[config.mk]
export PLATFORM = sky130hd
export DESIGN_NAME = reserved_parking_entry
export DESIGN_NICKNAME = d
export VERILOG_FILES = /design/src/rtl/reserved_parking_entry.sv
export SDC_FILE = /design/constraint.sdc
export NUM_CORES = 1
export LEC_CHECK = 0
export ABC_AREA = 0
export CAP_MARGIN = 20
export CORE_MARGIN = 1
export CORE_UTILIZATION = 45
export CTS_CLUSTER_SIZE = 10
export DETAILED_ROUTE_END_ITERATION = 12
export PLACE_DENSITY = 0.81
export SETUP_SLACK_MARGIN = 0.1
export SYNTH_ARGS = -nofsm -noshare
export SYNTH_HDL_FRONTEND = slang
export SYNTH_SLANG_ARGS = --single-unit
[constraint.sdc]
create_clock -name clk -period 2.7 [get_ports clk]
set_clock_uncertainty 0.1 [all_clocks]
set_input_delay 0.405 -clock clk [delete_from_list [all_inputs] [get_ports clk]]
set_output_delay 0.405 -clock clk [all_outputs]
set_load 0.01 [all_outputs]
[src/rtl/reserved_parking_entry.sv]
// Gate controller for reserved parking: validates entry/exit requests per flat and tracks slot occupancy.
// Every output is registered; the response appears in the cycle after the request is sampled. There is no backpressure and no busy state.
module reserved_parking_entry #(
  parameter  int N = 8,
  localparam int W = $clog2(N) + 1
) (
  input  logic         clk,
  input  logic         rst,
  input  logic         entry_req,
  input  logic         exit_req,
  input  logic         pwd_flag,
  input  logic [W-1:0] flat_number,
  output logic         gate_open,
  output logic         denied,
  output logic [1:0]   deny_code,
  output logic [W-1:0] slot_id,
  output logic [N:0]   occupancy,
  output logic [W-1:0] occupied_count
);

  localparam logic [W-1:0] MAX_FLAT      = W'(N + 1);
  localparam logic [1:0]   CODE_BAD_PWD  = 2'd1;
  localparam logic [1:0]   CODE_BAD_FLAT = 2'd2;
  localparam logic [1:0]   CODE_CONFLICT = 2'd3;

  logic         gate_q, gate_d;
  logic         denied_q, denied_d;
  logic [1:0]   code_q, code_d;
  logic [W-1:0] slot_q, slot_d;
  logic [N:0]   occ_q, occ_d;
  logic [W-1:0] cnt_q, cnt_d;

  logic         is_exit, is_entry, flat_ok, slot_busy;
  logic [N:0]   slot_mask;

  // Exit wins a simultaneous request; the entry is silently dropped.
  assign is_exit  = exit_req;
  assign is_entry = entry_req & ~exit_req;
  assign flat_ok  = (flat_number != '0) && (flat_number <= MAX_FLAT);

  always_comb begin
    slot_mask = '0;
    for (int k = 0; k <= N; k++) begin
      slot_mask[k] = (flat_number == W'(k + 1));
    end
  end

  assign slot_busy = |(occ_q & slot_mask);

  always_comb begin
    gate_d   = 1'b0;
    denied_d = 1'b0;
    code_d   = 2'd0;
    slot_d   = slot_q;
    occ_d    = occ_q;
    cnt_d    = cnt_q;
    if (is_exit || is_entry) begin
      slot_d = flat_number;
      if (!flat_ok) begin
        denied_d = 1'b1;
        code_d   = CODE_BAD_FLAT;
      end else if (is_entry && !pwd_flag) begin
        denied_d = 1'b1;
        code_d   = CODE_BAD_PWD;
      end else if (is_entry == slot_busy) begin
        // Entering an occupied slot or leaving a vacant one; this also keeps the count from wrapping.
        denied_d = 1'b1;
        code_d   = CODE_CONFLICT;
      end else if (is_entry) begin
        gate_d = 1'b1;
        occ_d  = occ_q | slot_mask;
        cnt_d  = cnt_q + W'(1);
      end else begin
        gate_d = 1'b1;
        occ_d  = occ_q & ~slot_mask;
        cnt_d  = cnt_q - W'(1);
      end
    end
  end

  always_ff @(posedge clk) begin
    if (rst) begin
      gate_q   <= 1'b0;
      denied_q <= 1'b0;
      code_q   <= 2'd0;
      slot_q   <= '0;
      occ_q    <= '0;
      cnt_q    <= '0;
    end else begin
      gate_q   <= gate_d;
      denied_q <= denied_d;
      code_q   <= code_d;
      slot_q   <= slot_d;
      occ_q    <= occ_d;
      cnt_q    <= cnt_d;
    end
  end

  assign gate_open      = gate_q;
  assign denied         = denied_q;
  assign deny_code      = code_q;
  assign slot_id        = slot_q;
  assign occupancy      = occ_q;
  assign occupied_count = cnt_q;

endmodule

Word level (Yosys, flattened, before mapping)
Cells that the tools add are included.

Input port bits: 9. Register bits after elaboration: 21. Output and inout port bits: 21.

Magnitude comparators: 1. Bitwise logic cells: 10. Muxes and demuxes: 9. Add/sub/neg operators: 2. Reductions and logical operators: 10. Eq/ne operators: 10.

Operators by type and width (count): 9-bit bitwise AND (2); 4-bit by 3-bit equality test with 1-bit output (second input constant) (4); 9-bit 2-to-1 mux (1); 9-bit NOT (1); 9-bit bitwise OR (1); 9-bit OR reduction (1); 4-bit by 2-bit equality test with 1-bit output (second input constant) (2); 4-bit equality test (second input constant) (2); 2-bit 2-to-1 mux (3); 1-bit NOT (5); 4-bit by 1-bit adder with 4-bit output (second input constant) (1); 4-bit by 1-bit equality test with 1-bit output (second input constant) (1); 4-bit <= comparator (second input constant) (1); 1-bit 2-to-1 mux (4); 4-bit 2-to-1 mux (1); 4-bit AND reduction (1); 4-bit nonzero test (1); 4-bit OR reduction (1); 4-bit by 1-bit subtractor with 4-bit output (second input constant) (1); 3-bit OR reduction (1); 1-bit logical AND (2); 2-bit OR reduction (1); 1-bit bitwise AND (1); 1-bit equality test (1); other kinds (2) (2).

Longest topological paths before layout
Gate-level depths: netlist of the first run.

Depth in word-level cells: 7. Mapped depth: 7. Gate-level depth less buffers: 7.

Least setup slack after synthesis of the first run
Ideal clock, no wire load.

Kind: in2reg. Start: input port flat_number[2]. End: register cnt_q[3], in the netlist occupied_count[3]. Required time: 2.479 ns. Path buffers: 0. Stages on the path: 6. Data arrival time: 2.138 ns. Library setup time: 0.121 ns. Path slack: 0.341 ns. Cells stage by stage: mux2_2 > a22o_1 > nor4b_4 > and2b_1 > mux2i_1 > mux2_2.

Cells in the longest elaborated chain, start to end: 6. Elaborated cells between the ends (all ways): 17.

Ends and longest elaborated chain: start, declared (line 12) `input logic [W-1:0] flat_number,`; 4-bit by 1-bit equality test with 1-bit output, or another cell as far along (line 44) `slot_mask[k] = (flat_number == W'(k + 1));`; 9-bit bitwise AND (line 48) `assign slot_busy = |(occ_q & slot_mask);`; 9-bit OR reduction (line 48); 1-bit equality test (line 65) `end else if (is_entry == slot_busy) begin`; 1-bit NOT (no line); 4-bit AND reduction (no line) *; end signal, assigned (line 95) `cnt_q <= cnt_d;`; end, declared (line 31) `logic [W-1:0] cnt_q, cnt_d;`.

Mark *: on every way between the ends. The rest lies on a longest branch, timed or not. A chain may end at the register's enable or synchronous reset.

==> impl_metrics.yaml, run 1 <==
status:
  outcome: "finished, final reports clean"
yosys:
  ys_seq_area_share_pct: 38.1
  netlist_area_mm2: 0.00110
  netlist.area_leader.share_pct: 38.1
  synthTopCellsByCount: "dfxtp_1 (21), a21oi_1 (13), o21ai_0 (10)"
  synth_edf_count: 0
  synthArstFlopShare_pct: 0
  yosys_warnings: 0
  ys_top_cells_by_area: "dfxtp_1 (38%), mux2i_1 (6.4%), a21oi_1 (5.9%), o21ai_0 (4.5%), o311ai_1 (3.2%)"
  syn-num-nets: 133
  synth_cell_types: 37
  yosys.area.top_type: "dfxtp_1"
  yosysMostFrequentCell: "dfxtp_1"
  synth_ff_type: "dfxtp_1"
  synth_cells: 121
  synth_seq_cells: 21
  avgSynthCellArea_um2: 9.11
die:
  die-width_um: 51.5
  dieArea_mm2: 0.00265
  boundaryPins: 30
  core_mm2: 0.00225
  initial_core_util_pct: 48.9
  std_cell_rows: 17
  die_h_um: 51.5
grt:
  grt_max_degree: 13
  grt_pass1_vias: 1038
  grt-ovfl-total: 0
  grt_usage_pct: 22.8
  antenna_found_initial: 0
  grt_pass1_wl_um: 4440
clocking:
  insertion_delay_ps: 310
  holdBufCountCts: 0
  cts-root-buf: "clkbuf_4"
  clkSlewWorstSetupHoldPaths_ps: 110
  h-tree-depth: 1
  clkSinkCount: 21
  cts.path.max_buffers: 2
  cts_tree: "yes"
  numCtsBuffers: 3
timing:
  setup-tns-final_ps: 0
  fmax_ghz: 0.402
  grt_setup_unrepaired: "no"
  holdWs_ps: 368
  maxSlewHeadroom_pct: 77.2
  worstMarginPinSlew_ps: 340
  min_period_over_period_pct: 92.1
  finalHoldViolCount: 0
  finalMaxSlewViolations: 0
  fin_crit_ps: 2490
  setup_viol: 0
cells_and_area:
  final_layout_size_suffix_gt1_share_pct: 20.5
  area_growth_pct: 45.3
  antenna_cells: 0
  final_nets: 184
power:
  peakVddDrop_v: 0.000362
  power_density_mw_per_mm2: 375
  p_leak_nw: 0.658
critical_path:
  cp_max_fo: 5
  crit_arrival_ps: 2580
  reg2reg_depth: 8
  required_ps: 2800
  worst_setup_path_start_kind: "input port"
  critPathKind: "input port to flip-flop"
  worstSetupEndpointType: "flip-flop"
hold_path:
  worstHoldPathCells: 2
  hp-class: "flip-flop to flip-flop"
placed_design:
  dp_hpwl_um: 2200
  port_buffers: 29
  gp_congestion: 0.871
route:
  routed_via_density: 5.50
  wire_per_inst_um: 14.3
  drt-total-wl_um: 2840
  num_vias: 1095
  first_iter_violations: 30
  drt_pass1_iterations: 5
  drtAntennaViolNets: 0
  drc_errors: 0
run:
  maxCapViolations: 0
==> layout make-up <==
cell class	instances	area (um2)
Tap cell	28	35.0
Sequential cell	21	420
Inverter	2	7.51
Multi-Input combinational cell	92	649
Clock buffer	4	26.3
Timing Repair Buffer	52	463
Fill cell	195	653
==> timing repair <==
item,in CTS,in global routing
resized for setup,0,2
setup buffers,0,3
setup endpoints to repair,0,8
==> layout by cell type (no fill, tap or decap), drive strengths merged, types with 2 or more instances in the layout <==
cell type / count
clkdlybuf4s50: 29
buf: 23
dfxtp: 21
a21oi: 13
o21ai: 10
nand2: 9
mux2i: 8
nor2: 7
nor3: 5
o311ai: 4
clkbuf: 4
nor2b: 3
nand2b: 3
a211oi: 3
inv: 2
and2: 2
mux2: 2
nand3b: 2
xor2: 2
ha: 2
and4bb: 2
nor4b: 2
==> metal layers <==
metal	global-route usage (%)	vias to the layer above	part of all wire [%]
li1	-	543	-
met5	0	-	0
met2	40.3	35	50
met1	26.1	512	43
met4	12.2	0	1.6
met3	3.51	5	4.8
==> worst max-delay path, stage by stage <==
cell and delay, ps:
clkdlybuf4s50_1 510, mux2_2 340, a22o_1 210, nor4b_4 350
mux2i_2 120, buf_4 170, buf_4 150, o311ai_1 220
o21ai_1 120
==> kinds of logic after synthesis <==
kind of cell,share of synthesized area [%]
xor gates and xnor gates,1.59
AOI/OAI and AO/OA,18.5
buffers and inverters,2.95
adders and majority gates,4.09
and+or+nand+nor,25.1
DFF,38.1
muxes,9.65
==> path summary, 6_finish.rpt <==
| check | startpoint | slack [ps] | to |
|---|---|---|---|
| worst min register to register | slot_id[3] | 370 | slot_id[3] |
| worst max register to register | flip-flop | 530 | flip-flop |
| worst max-delay path | flat_number[2] | 210 | flip-flop |
| worst min-delay path | slot_id[3] | 370 | slot_id[3] |
==> where the power goes <==
part           internal (mW)  switching [mW]
registers              0.320         0.00582
logic                 0.0635          0.0570
clock network         0.0578          0.0963
==> through the flow <==
step | instance area [um2] | util (%) | power [mW] | setup WS [ps] | instances
finish | 1600 | 71.0 | 0.600 | 212 | 199
global route | 1600 | 71.0 | 0.626 | 101 | 199
CTS | 1580 | 70.0 | 0.601 | 160 | 196
detailed placement | 1550 | 68.9 | 0.451 | -163 | 192
global placement | 1550 | 68.9 | 0.447 | -96.2 | 192
floorplan | 1100 | - | 0.386 | 341 | 121
(Power assumes the default switching activity.)
==> run 2, diff against run 1 <==
--- a/config.mk
+++ b/config.mk
@@ -8,10 +8,10 @@
 export ABC_AREA = 0
 export CAP_MARGIN = 20
 export CORE_MARGIN = 1
-export CORE_UTILIZATION = 45
+export CORE_UTILIZATION = 30
 export CTS_CLUSTER_SIZE = 10
 export DETAILED_ROUTE_END_ITERATION = 12
-export PLACE_DENSITY = 0.81
+export PLACE_DENSITY = 0.6
 export SETUP_SLACK_MARGIN = 0.1
 export SYNTH_ARGS = -nofsm -noshare
 export SYNTH_HDL_FRONTEND = slang
==> run 2 against run 1 <==
Design area up 1.5%. Non-clock buffer count unchanged. Final cell count up 9.0%. Sequential share of layout area down 0.38 points. Hold slack better by 6.8 ps. Setup slack worse by 69 ps. Power about the same. Highest routed layer unchanged.
==> impl_metrics.yaml, run 2 (synthesis results as in run 1) <==
status:
  outcome: "finished, final reports clean"
clocking:
  clkSlewWorstSetupHoldPaths_ps: 120
  insertion_delay_ps: 310
  clkSinkCount: 21
  numCtsBuffers: 3
  cts_tree: "yes"
  h-tree-depth: 1
  holdBufCountCts: 0
  cts.path.max_buffers: 2
  cts-root-buf: "clkbuf_4"
die:
  dieArea_mm2: 0.00392
  std_cell_rows: 21
  die-width_um: 62.6
  core_mm2: 0.00342
  die_h_um: 62.6
  boundaryPins: 30
  initial_core_util_pct: 32.3
power:
  p_switching_uw: 161
  seq_power_share_pct: 54.4
  pwr-share-comb_pct: 19.9
  pwr-share-clk_pct: 25.7
  peakVddDrop_v: 0.000252
  swShare_pct: 26.9
  internal_power_uw: 439
  power_density_mw_per_mm2: 369
  p_leak_nw: 0.660
route:
  routed_via_density: 5.04
  num_vias: 1094
  drt_pass1_iterations: 4
  drc_errors: 0
  wire_per_inst_um: 13.3
  drt-total-wl_um: 2890
  first_iter_violations: 39
  drtAntennaViolNets: 0
critical_path:
  worst_setup_path_start_kind: "input port"
  cp_slowest_stage_delay_ps: 530
  crit_arrival_ps: 2700
  path_common_cell: "buf_4"
  cp_max_fo: 8
  critPathKind: "input port to flip-flop"
  worstSetupEndpointType: "flip-flop"
  required_ps: 2840
  cp_slowest_cell: "clkdlybuf4s50_1"
  path_cells: "clkdlybuf4s50_1 > buf_4 > buf_4 > nand3b_1 > a21oi_1 > nor4b_4 > buf_4 > mux2i_1 > nor4b_2 > mux2i_1"
placed_design:
  gp_congestion: 0.740
  port_buffers: 29
  place_ws_ps: -210
  dp_hpwl_um: 2230
timing:
  grt_setup_unrepaired: "no"
  setup_ws_ps: 143
  fin_crit_ps: 2560
  worstMarginPinSlew_ps: 363
  fmax_ghz: 0.391
  maxSlewHeadroom_pct: 75.7
  finalHoldViolCount: 0
  min_period_over_period_pct: 94.7
  finalMaxSlewViolations: 0
  setup_viol: 0
cells_and_area:
  final_nets: 184
  final_layout_size_suffix_gt1_share_pct: 21.1
  final_cell_mix: "clkdlybuf4s50_1 (29), buf_4 (23), dfxtp_1 (21)"
  layout_commonest_cell: "clkdlybuf4s50_1"
  antenna_cells: 0
  nFillCells: 345
  utilization_pct: 47.6
  area_growth_pct: 47.4
grt:
  antenna_found_initial: 0
  grt-ovfl-total: 0
  grt_max_degree: 13
  grt_pass1_wl_um: 4950
  grt_pass1_vias: 1092
  grt_usage_pct: 15.7
hold_path:
  hp-class: "flip-flop to flip-flop"
run:
  maxCapViolations: 0
run 2: worst max-delay path: cells and delay by family:
family | cells | cell delay, ps
compound gates | 1 | 110
buf+inv | 4 | 1020
mux | 2 | 370
simple gates | 3 | 790
run 2: area by class of cell:
cell class / count / area, um2 / share of cell area [%]
Timing Repair Buffer: 52 / 463 / 28.5
Multi-Input combinational cell: 92 / 649 / 40.0
Tap cell: 46 / 57.6 / 3.54
Clock buffer: 3 / 22.5 / 1.39
Sequential cell: 21 / 420 / 25.9
Inverter: 2 / 7.51 / 0.462
Clock inverter: 1 / 5.00 / 0.308
run 2: metal layers:
layer	GRT usage, %	routed length (um)	part of all wire (%)	vias up
li1	-	-	-	546
met1	19.1	1330	46	525
met4	4.36	25	0.87	0
met2	27.2	1430	50	21
met5	0	0	0	-
met3	4.01	104	3.6	2
run 2: metrics by stage:
step | hold WS [ps] | total power, mW | std cells | TNS [ps] | instance area (um2)
final | 375 | 0.600 | 217 | 0 | 1630
after global routing | 413 | 0.631 | 217 | 0 | 1630
after CTS | 378 | 0.606 | 215 | 0 | 1610
after detailed placement | 360 | 0.452 | 211 | -919 | 1580
after global placement | 342 | 0.449 | 211 | -465 | 1580
after floorplan | 376 | 0.386 | 121 | 0 | 1100
run 2: worst paths after layout:
path                  startpoint         end  slack (ps)  cells after the start
hold / removal        slot_id[3]  slot_id[3]         370                      2
setup reg to reg       flip-flop   flip-flop         510                      7
setup / recovery  flat_number[2]   flip-flop         140                     10
hold reg to reg       slot_id[3]  slot_id[3]         370                      2
run 2: power groups by stage:
stage	Combinational, mW	Sequential (mW)	Clock (mW)
after global placement	0.117	0.332	0
after detailed placement	0.119	0.333	0
after global routing	0.130	0.327	0.173
after floorplan	0.0495	0.337	0
after CTS	0.120	0.326	0.160
final	0.119	0.326	0.154
run 2: repair_timing:
item / 4_1_cts / 5_1_grt
gates resized for setup: 0 / 0
endpoints found under the hold margin: 0 / 0
setup buffers: 0 / 2
endpoints found under the setup margin: 0 / 1
==> run 3, diff against run 2 <==
--- a/config.mk
+++ b/config.mk
@@ -8,10 +8,11 @@
 export ABC_AREA = 0
 export CAP_MARGIN = 20
 export CORE_MARGIN = 1
-export CORE_UTILIZATION = 30
+export CORE_UTILIZATION = 49
+export CTS_BUF_LIST = sky130_fd_sc_hd__clkbuf_8
 export CTS_CLUSTER_SIZE = 10
 export DETAILED_ROUTE_END_ITERATION = 12
-export PLACE_DENSITY = 0.6
+export PLACE_DENSITY = 0.87
 export SETUP_SLACK_MARGIN = 0.1
 export SYNTH_ARGS = -nofsm -noshare
 export SYNTH_HDL_FRONTEND = slang
==> run 3 against run 2 <==
Sequential share of layout area fell by 0.60 points. Via count grew 5.5%. Critical path depth did not move. Die area down 38%. Setup slack better by 3.8 ps. Sequential power hardly changed. Power increased by 9.8%. Register-to-register slack about the same. Hold slack got worse by 11 ps. Combinational power is 8% higher. Final cell count down 7.8%. Critical path type unchanged.
==> impl_metrics.yaml, run 3 (synthesis results as in run 1) <==
die:
  core_mm2: 0.00204
  boundaryPins: 30
  std_cell_rows: 16
  dieArea_mm2: 0.00244
  die-width_um: 49.4
  die_h_um: 49.4
  initial_core_util_pct: 54.0
critical_path:
  worst_setup_path_start_kind: "input port"
  r2r_setup_slack_ps: 500
  crit_arrival_ps: 2590
  reg2reg_depth: 9
  cp_max_fo: 6
  critPathKind: "input port to flip-flop"
  worstSetupEndpointType: "flip-flop"
  required_ps: 2740
grt:
  grt_usage_pct: 27.3
  grt_max_degree: 13
  grt-ovfl-total: 0
  antenna_found_initial: 0
  grt_pass1_wl_um: 5060
  grt_pass1_vias: 1127
hold_path:
  hp-start: "slot_id[0]"
  hp-class: "flip-flop to flip-flop"
  whs_endpoint: "slot_id[0]"
  worstHoldPathCells: 2
timing:
  fin_crit_ps: 2550
  holdWs_ps: 363
  finalHoldViolCount: 0
  grt_setup_unrepaired: "yes"
  min_period_over_period_pct: 94.6
  setup_viol: 0
  setup_ws_ps: 147
  worstMarginPinSlew_ps: 429
  fmax_ghz: 0.392
  finalMaxSlewViolations: 0
  maxSlewHeadroom_pct: 71.3
cells_and_area:
  layout_commonest_cell: "clkdlybuf4s50_1"
  final_cells: 200
  area_growth_pct: 51.0
  final_cell_mix: "clkdlybuf4s50_1 (26), buf_4 (23), dfxtp_1 (21)"
  antenna_cells: 0
  nFillCells: 135
  final_nets: 186
  fin_area_mm2: 0.00166
  final_layout_size_suffix_gt1_share_pct: 23.7
clocking:
  cts-root-buf: "clkbuf_8"
  h-tree-depth: 1
  cts_tree: "yes"
  clkSinkCount: 21
  numCtsBuffers: 3
  clkSlewWorstSetupHoldPaths_ps: 80
  insertion_delay_ps: 260
  cts.path.max_buffers: 2
placed_design:
  gp_congestion: 0.969
  dp.cells: 195
  port_buffers: 29
  place_ws_ps: -243
  placed_area_mm2: 0.00158
  dp_hpwl_um: 2290
power:
  pwr-share-comb_pct: 19.5
  pwr-share-clk_pct: 31.1
  peakVddDrop_v: 0.000444
  p_switching_uw: 171
  seq_power_share_pct: 49.4
  internal_power_uw: 488
  p_leak_nw: 0.700
  swShare_pct: 25.9
  power_density_mw_per_mm2: 396
  power.total_uw: 658
route:
  drtAntennaViolNets: 0
  first_iter_violations: 41
  num_vias: 1154
  drt-total-wl_um: 3170
  drt_pass1_iterations: 4
  drc_errors: 0
  wire_per_inst_um: 15.8
  routed_via_density: 5.77
status:
  outcome: "finished, final reports clean"
run:
  maxCapViolations: 0
==> run 3: cell count changes in the layout (fill, tap and decap cells not counted), moves of 2 or more <==
cell / change
buf_6: +2
clkbuf_8: +3
clkbuf_4: -3
clkdlybuf4s50_1: -3
dlymetal6s2s_1: +2
o21ai_0: -4
o21ai_1: +4
==> run 3: worst max-delay path: stages <==
cell	delay (ps)
clkdlybuf4s50_1	510
and4bb_4	250
a22o_1	250
nor4b_4	250
buf_4	190
mux2i_2	70
buf_4	160
buf_4	150
o311ai_1	250
o21ai_1	110
==> run 3: final cells by class <==
class | instances | area (um2) | area share (%)
multi-input cells | 92 | 667 | 40.1
repair buffers | 54 | 489 | 29.4
flip-flops and latches | 21 | 420 | 25.3
clock buffers | 3 | 41.3 | 2.48
well taps | 27 | 33.8 | 2.03
inverters | 2 | 7.51 | 0.451
clock inverters | 1 | 5.00 | 0.301
==> run 3: timing repair <==
item                       in CTS  in global routing
setup buffers                   1                  0
setup endpoints to repair       5                  7
resized for setup               4                  8
hold buffers                    0                  0
==> run 3: worst max-delay path by stage <==
stage / startpoint / to / slack (ps) / cells past startpoint
4_1_cts: flat_number[2] / flip-flop / 70 / 10
3_3_place_gp: flat_number[2] / occupied_count[3] / -110 / 9
6_report: flat_number[3] / flip-flop / 150 / 10
5_1_grt: flat_number[3] / flip-flop / 100 / 10
2_1_floorplan: flat_number[2] / occupied_count[3] / 340 / 6
3_5_place_dp: flat_number[2] / flip-flop / -240 / 11
==> run 3: metal layers <==
layer / part of all wire (%) / vias up / wire [um] / GRT usage [%]
li1: - / 550 / - / -
met1: 42 / 552 / 1320 / 31.7
met2: 52 / 44 / 1660 / 48.9
met3: 4.4 / 8 / 139 / 3.43
met4: 1.7 / 0 / 53 / 13.3
met5: 0 / - / 0 / 0
==> run 3: power by group through the flow <==
stage / sequential, mW / clock (mW) / combinational (mW)
after floorplan: 0.337 / 0 / 0.0495
after global placement: 0.332 / 0 / 0.117
after detailed placement: 0.333 / 0 / 0.122
after CTS: 0.325 / 0.206 / 0.125
after global routing: 0.326 / 0.218 / 0.136
final: 0.325 / 0.205 / 0.128
==> run 3: metrics by stage <==
stage          TNS [ps]  utilization, %
6_report              0            81.5
5_1_grt               0            81.5
4_1_cts               0            80.2
3_5_place_dp      -1590            77.5
3_3_place_gp       -512            77.5
2_1_floorplan         0               -
